--- config.mk ---
export PLATFORM = sky130hd
export DESIGN_NAME = capture_sweep
export DESIGN_NICKNAME = d
export VERILOG_FILES = /design/src/rtl/chess_pkg.sv /design/src/rtl/sweep_rank.sv /design/src/rtl/capture_sweep.sv
export SDC_FILE = /design/constraint.sdc
export NUM_CORES = 1
export LEC_CHECK = 0
export ABC_AREA = 1
export CORE_ASPECT_RATIO = 0.8
export CORE_MARGIN = 2
export CORE_UTILIZATION = 52
export DETAILED_ROUTE_END_ITERATION = 6
export PLACE_DENSITY_LB_ADDON = 0.25
export SYNTH_ARGS = -nofsm -noshare
export SYNTH_HDL_FRONTEND = slang
export SYNTH_HIERARCHICAL = 1
export SYNTH_SLANG_ARGS = --single-unit
export TNS_END_PERCENT = 1
--- constraint.sdc ---
create_clock -name clk -period 19.9 [get_ports clk]
set_input_delay 2.985 -clock clk [delete_from_list [all_inputs] [get_ports clk]]
set_output_delay 2.985 -clock clk [all_outputs]
set_load 0.1 [all_outputs]
--- src/rtl/chess_pkg.sv ---
// Shared chess encodings, priority tables and sweep carry bundle.
package chess_pkg;

  localparam logic [2:0] PAWN   = 3'd0;
  localparam logic [2:0] KNIGHT = 3'd1;
  localparam logic [2:0] BISHOP = 3'd2;
  localparam logic [2:0] ROOK   = 3'd3;
  localparam logic [2:0] QUEEN  = 3'd4;
  localparam logic [2:0] KING   = 3'd5;
  localparam logic [2:0] EMPTY  = 3'd7;

  localparam logic COLOR_US   = 1'b0;
  localparam logic COLOR_THEM = 1'b1;

  localparam logic OP_VICTIM    = 1'b0;
  localparam logic OP_AGGRESSOR = 1'b1;

  typedef logic [3:0] piece_t;
  typedef logic [2:0] prio_t;

  // Per-file vectors leaving a rank. kn2/dp2 carry the previous rank's
  // knight and double-push emits so the next rank sees two ranks back.
  typedef struct packed {
    logic [7:0] str;
    logic [7:0] nw;
    logic [7:0] ne;
    logic [7:0] king;
    logic [7:0] push;
    logic [7:0] pcap;
    logic [7:0] kn1;
    logic [7:0] kn2;
    logic [7:0] dp1;
    logic [7:0] dp2;
  } carry_t;

  typedef enum logic [1:0] {ST_IDLE, ST_SWEEP, ST_DONE} state_t;

  function automatic prio_t victim_prio(input logic [2:0] typ);
    case (typ)
      QUEEN:   return 3'd6;
      ROOK:    return 3'd5;
      BISHOP:  return 3'd4;
      KNIGHT:  return 3'd3;
      PAWN:    return 3'd2;
      default: return 3'd0;
    endcase
  endfunction

  function automatic prio_t aggressor_prio(input logic [2:0] typ);
    case (typ)
      PAWN:    return 3'd6;
      KNIGHT:  return 3'd5;
      BISHOP:  return 3'd4;
      ROOK:    return 3'd3;
      QUEEN:   return 3'd2;
      KING:    return 3'd1;
      default: return 3'd0;
    endcase
  endfunction

endpackage

--- src/rtl/sweep_rank.sv ---
// One rank of the attack sweep: carries in, carries out, per-square priority.
module sweep_rank
  import chess_pkg::*;
(
  input  logic [2:0]  rank,
  input  logic [31:0] row,
  input  logic [7:0]  en,
  input  logic        op,
  input  logic [5:0]  tx_sq,
  input  carry_t      cin,
  output carry_t      cout,
  output prio_t [7:0] prio,
  output logic        illegal
);

  logic [7:0] is_tx;
  logic [7:0] e_str, e_diag, e_king, e_pawn, e_kn, pass;
  logic [7:0] nw_in, ne_in, king_in, kh_in, pcap_in, push_in, kn_in, east_in;
  logic [7:0] hit_str, hit_diag, hit_king, att;

  assign is_tx = (op == OP_AGGRESSOR && tx_sq[5:3] == rank) ? (8'b1 << tx_sq[2:0]) : 8'b0;

  // Decode which move kinds each square transmits and which squares let rays through
  always_comb begin
    e_str  = is_tx;
    e_diag = is_tx;
    e_king = is_tx;
    e_pawn = is_tx;
    e_kn   = is_tx;
    pass   = '0;
    for (int f = 0; f < 8; f++) begin
      if (op == OP_VICTIM && row[4*f+3] == COLOR_US) begin
        case (row[4*f +: 3])
          PAWN:    e_pawn[f] = 1'b1;
          KNIGHT:  e_kn[f]   = 1'b1;
          BISHOP:  e_diag[f] = 1'b1;
          ROOK:    e_str[f]  = 1'b1;
          QUEEN: begin
            e_str[f]  = 1'b1;
            e_diag[f] = 1'b1;
          end
          KING:    e_king[f] = 1'b1;
          default: ;
        endcase
      end
      pass[f] = (row[4*f +: 3] == EMPTY) & ~is_tx[f];
    end
  end

  assign nw_in   = cin.nw >> 1;
  assign ne_in   = cin.ne << 1;
  assign king_in = cin.king | (cin.king << 1) | (cin.king >> 1);
  assign kh_in   = e_king << 1;
  assign pcap_in = (cin.pcap << 1) | (cin.pcap >> 1);
  assign push_in = cin.push | cin.dp2;
  assign kn_in   = (cin.kn1 << 2) | (cin.kn1 >> 2) | (cin.kn2 << 1) | (cin.kn2 >> 1);

  // Eastward ray ripples across the rank from file 0 upward
  always_comb begin : east_chain
    logic run;
    run     = 1'b0;
    east_in = '0;
    for (int f = 0; f < 8; f++) begin
      east_in[f] = run;
      run        = e_str[f] | (pass[f] & run);
    end
  end

  assign hit_str  = cin.str | east_in;
  assign hit_diag = nw_in | ne_in;
  assign hit_king = king_in | kh_in;
  assign att      = hit_str | hit_diag | hit_king | pcap_in | kn_in;

  // Build the carries handed to the rank above
  always_comb begin
    cout      = '0;
    cout.str  = e_str  | (pass & cin.str);
    cout.nw   = e_diag | (pass & nw_in);
    cout.ne   = e_diag | (pass & ne_in);
    cout.king = e_king;
    cout.push = e_pawn;
    cout.pcap = e_pawn;
    cout.kn1  = e_kn;
    cout.kn2  = cin.kn1;
    cout.dp1  = (rank == 3'd1) ? e_pawn : 8'b0;
    cout.dp2  = cin.dp1;
  end

  // Score every square of the rank and flag an attacked enemy king
  always_comb begin
    prio    = '0;
    illegal = 1'b0;
    for (int f = 0; f < 8; f++) begin
      if (en[f]) begin
        if (op == OP_VICTIM) begin
          if (row[4*f +: 3] == EMPTY) begin
            prio[f] = (att[f] | push_in[f]) ? 3'd1 : 3'd0;
          end else if (row[4*f+3] == COLOR_THEM && att[f]) begin
            prio[f] = victim_prio(row[4*f +: 3]);
            if (row[4*f +: 3] == KING) illegal = 1'b1;
          end
        end else if (row[4*f+3] == COLOR_US) begin
          case (row[4*f +: 3])
            PAWN:    if (pcap_in[f])                prio[f] = aggressor_prio(PAWN);
            KNIGHT:  if (kn_in[f])                  prio[f] = aggressor_prio(KNIGHT);
            BISHOP:  if (hit_diag[f])               prio[f] = aggressor_prio(BISHOP);
            ROOK:    if (hit_str[f])                prio[f] = aggressor_prio(ROOK);
            QUEEN:   if (hit_str[f] | hit_diag[f])  prio[f] = aggressor_prio(QUEEN);
            KING:    if (hit_king[f])               prio[f] = aggressor_prio(KING);
            default: ;
          endcase
        end
      end
    end
  end

endmodule

--- src/rtl/capture_sweep.sv ---
// Rank-serial attack sweep returning the best MVV/LVA square via valid/ready.
module capture_sweep
  import chess_pkg::*;
#(
  parameter int RANKS_PER_CYCLE = 1
) (
  input  logic         clk,
  input  logic         rst_n,
  input  logic         start_valid,
  output logic         start_ready,
  input  logic         start_op,
  input  logic [5:0]   start_sq,
  input  logic [255:0] board,
  input  logic [63:0]  enable,
  output logic         busy,
  output logic         res_valid,
  input  logic         res_ready,
  output logic [2:0]   res_prio,
  output logic [5:0]   res_sq,
  output logic         res_none,
  output logic         res_illegal
);

  localparam logic [2:0] LAST_BASE = 3'(8 - RANKS_PER_CYCLE);
  localparam logic [2:0] STEP      = 3'(RANKS_PER_CYCLE);

  state_t     state, state_nxt;
  logic [2:0] base;
  logic       op_q;
  logic [5:0] sq_q;
  carry_t     carry_q;
  prio_t      best_prio;
  logic [5:0] best_sq;
  logic       illegal_q;

  carry_t                      chain     [RANKS_PER_CYCLE+1];
  prio_t [7:0]                 rank_prio [RANKS_PER_CYCLE];
  logic [2:0]                  rank_idx  [RANKS_PER_CYCLE];
  logic [RANKS_PER_CYCLE-1:0]  rank_ill;

  prio_t      nb_prio;
  logic [5:0] nb_sq;
  logic       nb_ill;

  assign chain[0] = carry_q;

  for (genvar i = 0; i < RANKS_PER_CYCLE; i++) begin : g_rank
    assign rank_idx[i] = base + 3'(i);
    sweep_rank u_rank (
      .rank    (rank_idx[i]),
      .row     (board[{rank_idx[i], 5'd0} +: 32]),
      .en      (enable[{rank_idx[i], 3'd0} +: 8]),
      .op      (op_q),
      .tx_sq   (sq_q),
      .cin     (chain[i]),
      .cout    (chain[i+1]),
      .prio    (rank_prio[i]),
      .illegal (rank_ill[i])
    );
  end

  // Fold this cycle's ranks into the running best, scanning rank then file ascending
  always_comb begin
    nb_prio = best_prio;
    nb_sq   = best_sq;
    nb_ill  = illegal_q;
    for (int i = 0; i < RANKS_PER_CYCLE; i++) begin
      for (int f = 0; f < 8; f++) begin
        if (rank_prio[i][f] > nb_prio) begin
          nb_prio = rank_prio[i][f];
          nb_sq   = {rank_idx[i], 3'(f)};
        end
      end
      nb_ill = nb_ill | rank_ill[i];
    end
  end

  // Control state register
  always_ff @(posedge clk or negedge rst_n) begin
    if (!rst_n) state <= ST_IDLE;
    else        state <= state_nxt;
  end

  // Next-state logic for the command / sweep / result phases
  always_comb begin
    state_nxt = state;
    case (state)
      ST_IDLE:  if (start_valid)        state_nxt = ST_SWEEP;
      ST_SWEEP: if (base == LAST_BASE)  state_nxt = ST_DONE;
      ST_DONE:  if (res_ready)          state_nxt = ST_IDLE;
      default:                          state_nxt = ST_IDLE;
    endcase
  end

  // Latch the command, then accumulate carries and the best result each pass
  always_ff @(posedge clk or negedge rst_n) begin
    if (!rst_n) begin
      base      <= '0;
      op_q      <= 1'b0;
      sq_q      <= '0;
      carry_q   <= '0;
      best_prio <= '0;
      best_sq   <= '0;
      illegal_q <= 1'b0;
    end else if (state == ST_IDLE && start_valid) begin
      base      <= '0;
      op_q      <= start_op;
      sq_q      <= start_sq;
      carry_q   <= '0;
      best_prio <= '0;
      best_sq   <= '0;
      illegal_q <= 1'b0;
    end else if (state == ST_SWEEP) begin
      base      <= base + STEP;
      carry_q   <= chain[RANKS_PER_CYCLE];
      best_prio <= nb_prio;
      best_sq   <= nb_sq;
      illegal_q <= nb_ill;
    end
  end

  assign start_ready = (state == ST_IDLE);
  assign busy        = (state == ST_SWEEP);
  assign res_valid   = (state == ST_DONE);
  assign res_prio    = best_prio;
  assign res_sq      = best_sq;
  assign res_none    = (best_prio == 3'd0);
  assign res_illegal = illegal_q;

endmodule

Word level (Yosys, flattened, before mapping):

Index checks and enable logic that the tools add are counted.

* register bits: 101
* word-level logic and storage cells: 471

* add/sub/neg operators: 1
* order comparisons: 8
* eq/ne operators: 56
* shift operators: 3
* muxes and demuxes: 264
* bitwise logic cells: 74
* reduce and logical (&&, ||, !) cells: 48

Operators with widths (count)
* variable part select 256 x 9 -> 32 bit: 1
* two-way mux 3 bit: 76
* two-way mux 80 bit: 2
* one-hot mux 3 bit (6 select lines): 8
* two-way mux 1 bit: 138
* one-hot mux 3 bit (5 select lines): 8
* bitwise OR 8 bit: 12
* == test 3 bit (second input constant): 25
* variable part select 64 x 7 -> 8 bit: 1
* two-way mux 6 bit: 10
* == test 3 x 2 -> 1 bit (second input constant): 16
* two-way mux 2 bit: 19
* OR reduction 2 bit: 16
* == test 3 x 1 -> 1 bit (second input constant): 9
* logical NOT 3 bit: 9
* > comparator 3 bit: 8
* bitwise OR 8 x 7 -> 8 bit: 3
* bitwise OR 1 bit: 23
* logical AND 1 bit: 18
* NOT 1 bit: 17
* bitwise AND 8 bit: 2
* two-way mux 8 bit: 2
* bitwise AND 1 bit: 14
* nonzero test 9 bit: 1
* other kinds (15): 16

Depth between registers and ports, before layout:

Gate-level depths: netlist of the first run.

* word-level depth: 65
* mapped depth: 86

By module:

Netlist of the first run, hierarchy kept.

By module, submodules not included
* capture_sweep: instances 1, cells each 1034, area an instance 7333.3 um2, sequential area each 2552.4 um2
* sweep_rank: instances 1, cells each 659, area an instance 3110.5 um2, sequential area each 0.0 um2

Least setup slack after synthesis of the first run:

Ideal clock, no wire load.

* kind: input -> register
* start point: input board[192]
* end point: register best_sq[2] (netlist: res_sq[2])
* arrival time: 11786 ps
* data required time: 19777 ps
* slack: 7991 ps
* stages: 74
* path buffers: 1
* path through: o21ai_0 -> o22ai_1 -> nor2_1 -> a31oi_1 -> inv_2 -> nor2_1 -> nand3_1 -> nand2_1 -> a31oi_1 -> o21ai_0 -> o211ai_1 -> inv_1 -> ha_1 -> a21oi_1 -> nand2_2 -> nand2_2 -> nand2_1 -> and2_1 -> [38 not listed] -> nand2_1 -> ha_1 -> nand2_1 -> nor2_1 -> nor3b_2 -> inv_2 -> nand2_2 -> nand3_1 -> and2_1 -> ha_1 -> nand2_1 -> o21ai_1 -> nand2_2 -> nand4_1 -> nor3_2 -> or2_1 -> buf_4 -> a22o_1

RTL lines
* from (decl): RTL line capture_sweep.sv:13 `input logic [255:0] board,`
* to (signal assigned): RTL line capture_sweep.sv:117 `best_sq <= nb_sq;`
* to (decl): RTL line capture_sweep.sv:33 `logic [5:0] best_sq;`

==> reports/metrics.yaml, run 1 <==
status:
  status: "finished, violations left"
  violations: "DRC"
sta:
  setup_violations: 0
  period_needed_ns: 13.42
  slew_violations: 0
  finalClockSkew_ns: 0.007805
  tightest_slew_ns: 1.139
  hold_viol: 0
  relSlewSlack_pct: 23.69
  max_freq_mhz: 74.54
  rsz0062_at_grt: "no"
  tns_ns: 0
  holdWs_ns: 0.4902
  period_share_pct: 67.42
global_routing:
  grtUsageTotal_pct: 38.32
  grt-ovfl-total: 0
  grt_pass1_wl_um: 63580
  grt_pass1_vias: 11733
  antenna_found_initial: 0
  grt_max_degree: 107
place:
  io_buffers: 344
  dp_hpwl_um: 32450
  gp_congestion: 1.018
setup_path:
  required_ns: 20.14
  slowest_stage: "a31oi_1"
  worstSetupPathType: "input port to register"
  regToRegSetupSlack_ns: 7.55
  ff2ff_path_depth: 75
  arrival_ns: 13.66
  cp_common_cell: "nand2_1"
  max_stage_delay_ns: 0.57
  timing.rr.start: "base[0]"
  critPathLaunchType: "input port"
  r2r_end: "res_sq[2]"
  worstPathMaxFanout: 9
  end_kind: "register"
drt:
  drt-initial-drc-count: 1582
  avgRoutedWirePerCell_um: 18.94
  detail_route.first_pass.iterations: 7
  drc: 1
  drtAntennaViolNets: 0
  wirelength_um: 41840
  vias: 12940
  vias_per_cell: 5.858
floorplan:
  start_util_pct: 52.62
  coreArea_um2: 19680
  die_width_um: 161.8
  ios: 345
  die_area_um2: 21070
  rows: 46
  dieHeight_um: 130.2
clock_network:
  post_cts_buffers: 0
  cts_tree: "done"
  root_buffer: "clkbuf_16"
  numClockSinks: 100
  clk_pin_slew_worst_paths_ns: 0.08
  h-tree-depth: 3
  numCtsBuffers: 9
  cts_resized: 0
  cts-hold-fix-buffers: 0
  clk_path_buf_depth: 2
  clk_latency_ns: 0.35
hold_path:
  min_path_type: "register to register"
  hp-start: "carry_q[46]"
  whs_endpoint: "carry_q[46]"
  whs_path_depth: 1
logic_synthesis:
  syn-instance-count: 1686
  syn_area_um2: 10360
  syn_nets: 2043
  avgSynthCellArea_um2: 6.143
  synth_warnings: 6
cells_and_area:
  final_util_pct: 70.94
  drive_gt1_share_pct: 5.604
  fin_nets: 2297
  multiInputGateArea_um2: 6690
  seqCellArea_um2: 2507
  nFillCells: 1727
  area_growth_pct: 34.83
  diodes: 0
run:
  max_cap_viol_count: 0
-- placed cells by master (no fill, tap or decap), types with 3 or more instances in the layout --
| master | count |
|---|---|
| a21oi_1 | 32 |
| a22o_1 | 80 |
| a31oi_1 | 43 |
| and2_1 | 10 |
| buf_4 | 12 |
| clkbuf_16 | 9 |
| clkdlybuf4s50_1 | 343 |
| dfrtp_1 | 98 |
| ha_1 | 26 |
| inv_1 | 146 |
| inv_2 | 19 |
| inv_6 | 4 |
| nand2_1 | 265 |
| nand2_2 | 25 |
| nand3_1 | 87 |
| nand3_2 | 4 |
| nand3b_1 | 4 |
| nand4_1 | 14 |
| nor2_1 | 357 |
| nor2_2 | 7 |
| nor2_4 | 4 |
| nor3_1 | 26 |
| nor3_2 | 3 |
| nor3b_2 | 3 |
| nor4_1 | 8 |
| o211ai_1 | 12 |
| o21ai_0 | 211 |
| o21ai_1 | 12 |
| o22ai_1 | 40 |
| o31ai_1 | 4 |
| or2_2 | 6 |
-- cell type report --
cell class	count	area share, %
multi-input combinational	1308	47.91
inverter	166	4.480
sequential	100	17.96
tap	264	2.365
timing repair buffer	355	25.23
clock buffer	9	1.613
clock inverter	7	0.4480
-- critical path: cells and delay by family --
kind,cells,cell delay [ns]
buf+inv,8,1.01
simple gates,48,5.49
fa+ha+maj,8,2.19
compound gates,10,1.98
-- sequential cells by signal, indices dropped and copies added (netlist names) --
register / flops
carry_q: 78
res_prio: 3
res_sq: 6
base: 3
sq_q: 6
state: 2
res_illegal: 1
op_q: 1
-- worst max path at each step --
| stage | from | endpoint | depth (start not counted) |
|---|---|---|---|
| detailed placement | board[160] | res_sq[2] | 76 |
| finish | board[160] | res_sq[2] | 74 |
| global route | board[160] | res_sq[0] | 75 |
| floorplan | board[192] | res_sq[2] | 74 |
| global placement | board[160] | res_sq[2] | 76 |
| CTS | board[160] | res_sq[2] | 74 |
-- per-layer routing --
metal	track usage (%)	part of all wire [%]
met5	0	0
met4	13.53	3.6
met3	9.568	10
met2	62.08	45
met1	50.21	42
-- per-stage QoR --
step / instances / instance area (µm²) / setup WS [ns]
2_1_floorplan: 1686 / 10360 / 8.034
3_3_place_gp: 2193 / 13680 / 6.820
3_5_place_dp: 2193 / 13680 / 6.321
4_1_cts: 2209 / 13960 / 6.644
5_1_grt: 2209 / 13960 / 5.540
6_report: 2209 / 13960 / 6.484
Power of run 1 is not shown: default switching activity piles up to over one toggle a cycle in this logic, so the estimate is an artifact.
==> run 2, diff against run 1 <==
--- a/config.mk
+++ b/config.mk
@@ -8,7 +8,7 @@
 export ABC_AREA = 1
 export CORE_ASPECT_RATIO = 0.8
 export CORE_MARGIN = 2
-export CORE_UTILIZATION = 52
+export CORE_UTILIZATION = 48
 export DETAILED_ROUTE_END_ITERATION = 6
 export PLACE_DENSITY_LB_ADDON = 0.25
 export SYNTH_ARGS = -nofsm -noshare
==> constraint.sdc (replaced) <==
create_clock -name clk -period 12.97 [get_ports clk]
set_input_delay 1.9455 -clock clk [delete_from_list [all_inputs] [get_ports clk]]
set_output_delay 1.9455 -clock clk [all_outputs]
set_load 0.1 [all_outputs]
==> run 2 against run 1 <==
Effect of this change:
- the flow still finishes with violations (DRC)
- flip-flop and latch count is the same
- routed wire length grew 0.75%
- count of clock-buffer cells in the layout grew 2
- critical path depth is the same
- core utilization shrank 4.9 points
- hold slack gained 0.0071 ns
- register-to-register slack lost 6.4 ns
- die area grew 8.1%
==> reports/metrics.yaml, run 2 (synthesis gave the netlist of run 1 again) <==
status:
  status: "finished, violations left"
  violations: "DRC"
drt:
  detail_route.first_pass.iterations: 7  # unchanged
  avgRoutedWirePerCell_um: 18.94  # about the same
  vias: 12845  # -0.73%
  drt-initial-drc-count: 1217  # -23%
  drtAntennaViolNets: 0  # unchanged
  drc: 3  # +2
  wirelength_um: 42150  # +0.75%
  vias_per_cell: 5.770  # -1.5%
clock_network:
  cts-hold-fix-buffers: 0  # unchanged
  numClockSinks: 100  # unchanged
  post_cts_buffers: 0  # unchanged
  h-tree-depth: 3  # unchanged
  clk_pin_slew_worst_paths_ns: 0.07  # about the same
  numCtsBuffers: 9  # unchanged
  root_buffer: "clkbuf_16"
  cts_resized: 0  # unchanged
  clk_path_buf_depth: 2  # unchanged
  cts_tree: "done"
  clk_latency_ns: 0.36  # about the same
hold_path:
  whs_path_depth: 2  # +1
  hp-start: "res_sq[0]"
  whs_endpoint: "res_sq[0]"
  min_path_type: "register to register"
sta:
  slew_violations: 0  # unchanged
  tightest_slew_ns: 1.147  # +0.007563 ns
  period_share_pct: 92.76
  tns_ns: 0  # unchanged
  period_needed_ns: 12.03
  rsz0062_at_grt: "no"
  finalClockSkew_ns: 0.01371  # +0.005900 ns
  relSlewSlack_pct: 23.18  # -0.51 points
  hold_viol: 0  # unchanged
  setup_violations: 0  # unchanged
  max_freq_mhz: 83.12
cells_and_area:
  area_growth_pct: 36.31
  largest_register_ffs: 78  # unchanged
  regMostFlops: "carry_q"
  final_cell_mix: "nor2_1, clkdlybuf4s50_1, nand2_1, o21ai_0, inv_1"
  drive_gt1_share_pct: 5.900  # +0.30 points
  layout_commonest_cell: "nor2_1"
  fin_nets: 2301  # +0.17%
  final_util_pct: 66.03  # -4.9 points
floorplan:
  die_area_um2: 22780  # +8.1%
  coreArea_um2: 21380  # +8.6%
  dieHeight_um: 135.4  # +4.0%
  start_util_pct: 48.44  # -4.2 points
  rows: 48  # +4.3%
  ios: 345  # unchanged
  die_width_um: 168.2  # +4.0%
global_routing:
  grt_max_degree: 115  # +7.5%
  grt-ovfl-total: 0  # unchanged
  grtUsageTotal_pct: 36.38  # -1.9 points
  antenna_found_initial: 3  # +3
  grt_pass1_wl_um: 64520  # +1.5%
  grt_pass1_vias: 11781  # +0.41%
setup_path:
  worstPathMaxFanout: 9  # unchanged
  ff2ff_path_depth: 74  # -1.3%
  cp_common_cell: "nand2_1"
  cp-startpoint: "board[192]"
  critPathLaunchType: "input port"
  r2r_end: "res_sq[2]"
  slowest_stage: "clkdlybuf4s50_1"
  regToRegSetupSlack_ns: 1.12  # -6.43 ns
  required_ns: 13.22  # -6.92 ns
  timing.rr.start: "base[0]"
  end_kind: "register"
  worstSetupPathType: "input port to register"
  arrival_ns: 12.29  # -1.37 ns
  max_stage_delay_ns: 0.46  # -0.11 ns
run:
  max_cap_viol_count: 0  # unchanged
place:
  gp_congestion: 1.010  # -0.84%
  dp_hpwl_um: 32770  # +0.98%
  io_buffers: 344  # unchanged
## run 2: cell count changes in the layout (fill, tap and decap cells not counted)
| cell | before | now |
|---|---|---|
| buf_12 | 0 | 2 |
| clkbuf_8 | 0 | 1 |
| clkinvlp_4 | 0 | 1 |
| inv_8 | 2 | 0 |
| diode_2 | 0 | 2 |
| clkinv_2 | 1 | 0 |
| clkbuf_1 | 0 | 1 |
| inv_6 | 4 | 1 |
| bufinv_16 | 0 | 3 |
| a31oi_1 | 43 | 40 |
| buf_4 | 12 | 14 |
| a31oi_2 | 0 | 3 |
## run 2: worst max path at each step
stage	to	slack, ns	depth (start not counted)
2_1_floorplan	res_sq[2]	2.14	74
3_3_place_gp	res_sq[2]	0.89	73
3_5_place_dp	res_sq[2]	0.50	73
4_1_cts	res_sq[2]	0.86	73
5_1_grt	res_sq[2]	0.06	74
6_report	res_sq[2]	0.94	74
## run 2: metrics by stage
step / setup WS (ns) / instance area (µm²) / instances / hold WS (ns)
final: 0.9395 / 14120 / 2226 / 0.4973
after detailed placement: 0.4992 / 13750 / 2208 / 0.4811
after floorplan: 2.144 / 10360 / 1686 / 0.4500
after global placement: 0.8948 / 13750 / 2208 / 0.4744
after CTS: 0.8619 / 14090 / 2224 / 0.5010
after global routing: 0.05597 / 14110 / 2224 / 0.5037
## run 2: critical path: cells and delay by family
kind | cells | cell delay, ns
adders and majority gates | 8 | 2.17
AOI/OAI and AO/OA | 10 | 1.68
and+or+nand+nor | 48 | 5.45
buffers and inverters | 8 | 1.00
## run 2: metal layers
metal  wire length [µm]  part of all wire (%)  global-route usage, %  vias up
li1                   -                     -                      -     6195
met1              17650                    42                  47.68     5927
met2              18280                    43                  56.15      608
met3               4284                    10                  10.84      113
met4               1929                   4.6                  15.23        2
met5                  8                 0.019                      0        -
## run 2: final cells by class
| cell class | instances | area, µm² |
|---|---|---|
| diodes | 2 | 5.005 |
| clock buffers | 11 | 242.7 |
| clock inverters | 5 | 106.4 |
| fillers | 1947 | 7262 |
| inverters | 166 | 625.6 |
| multi-input cells | 1308 | 6709 |
| flip-flops and latches | 100 | 2507 |
| well taps | 275 | 344.1 |
| repair buffers | 359 | 3578 |
Power of run 2 is left out for the same reason.
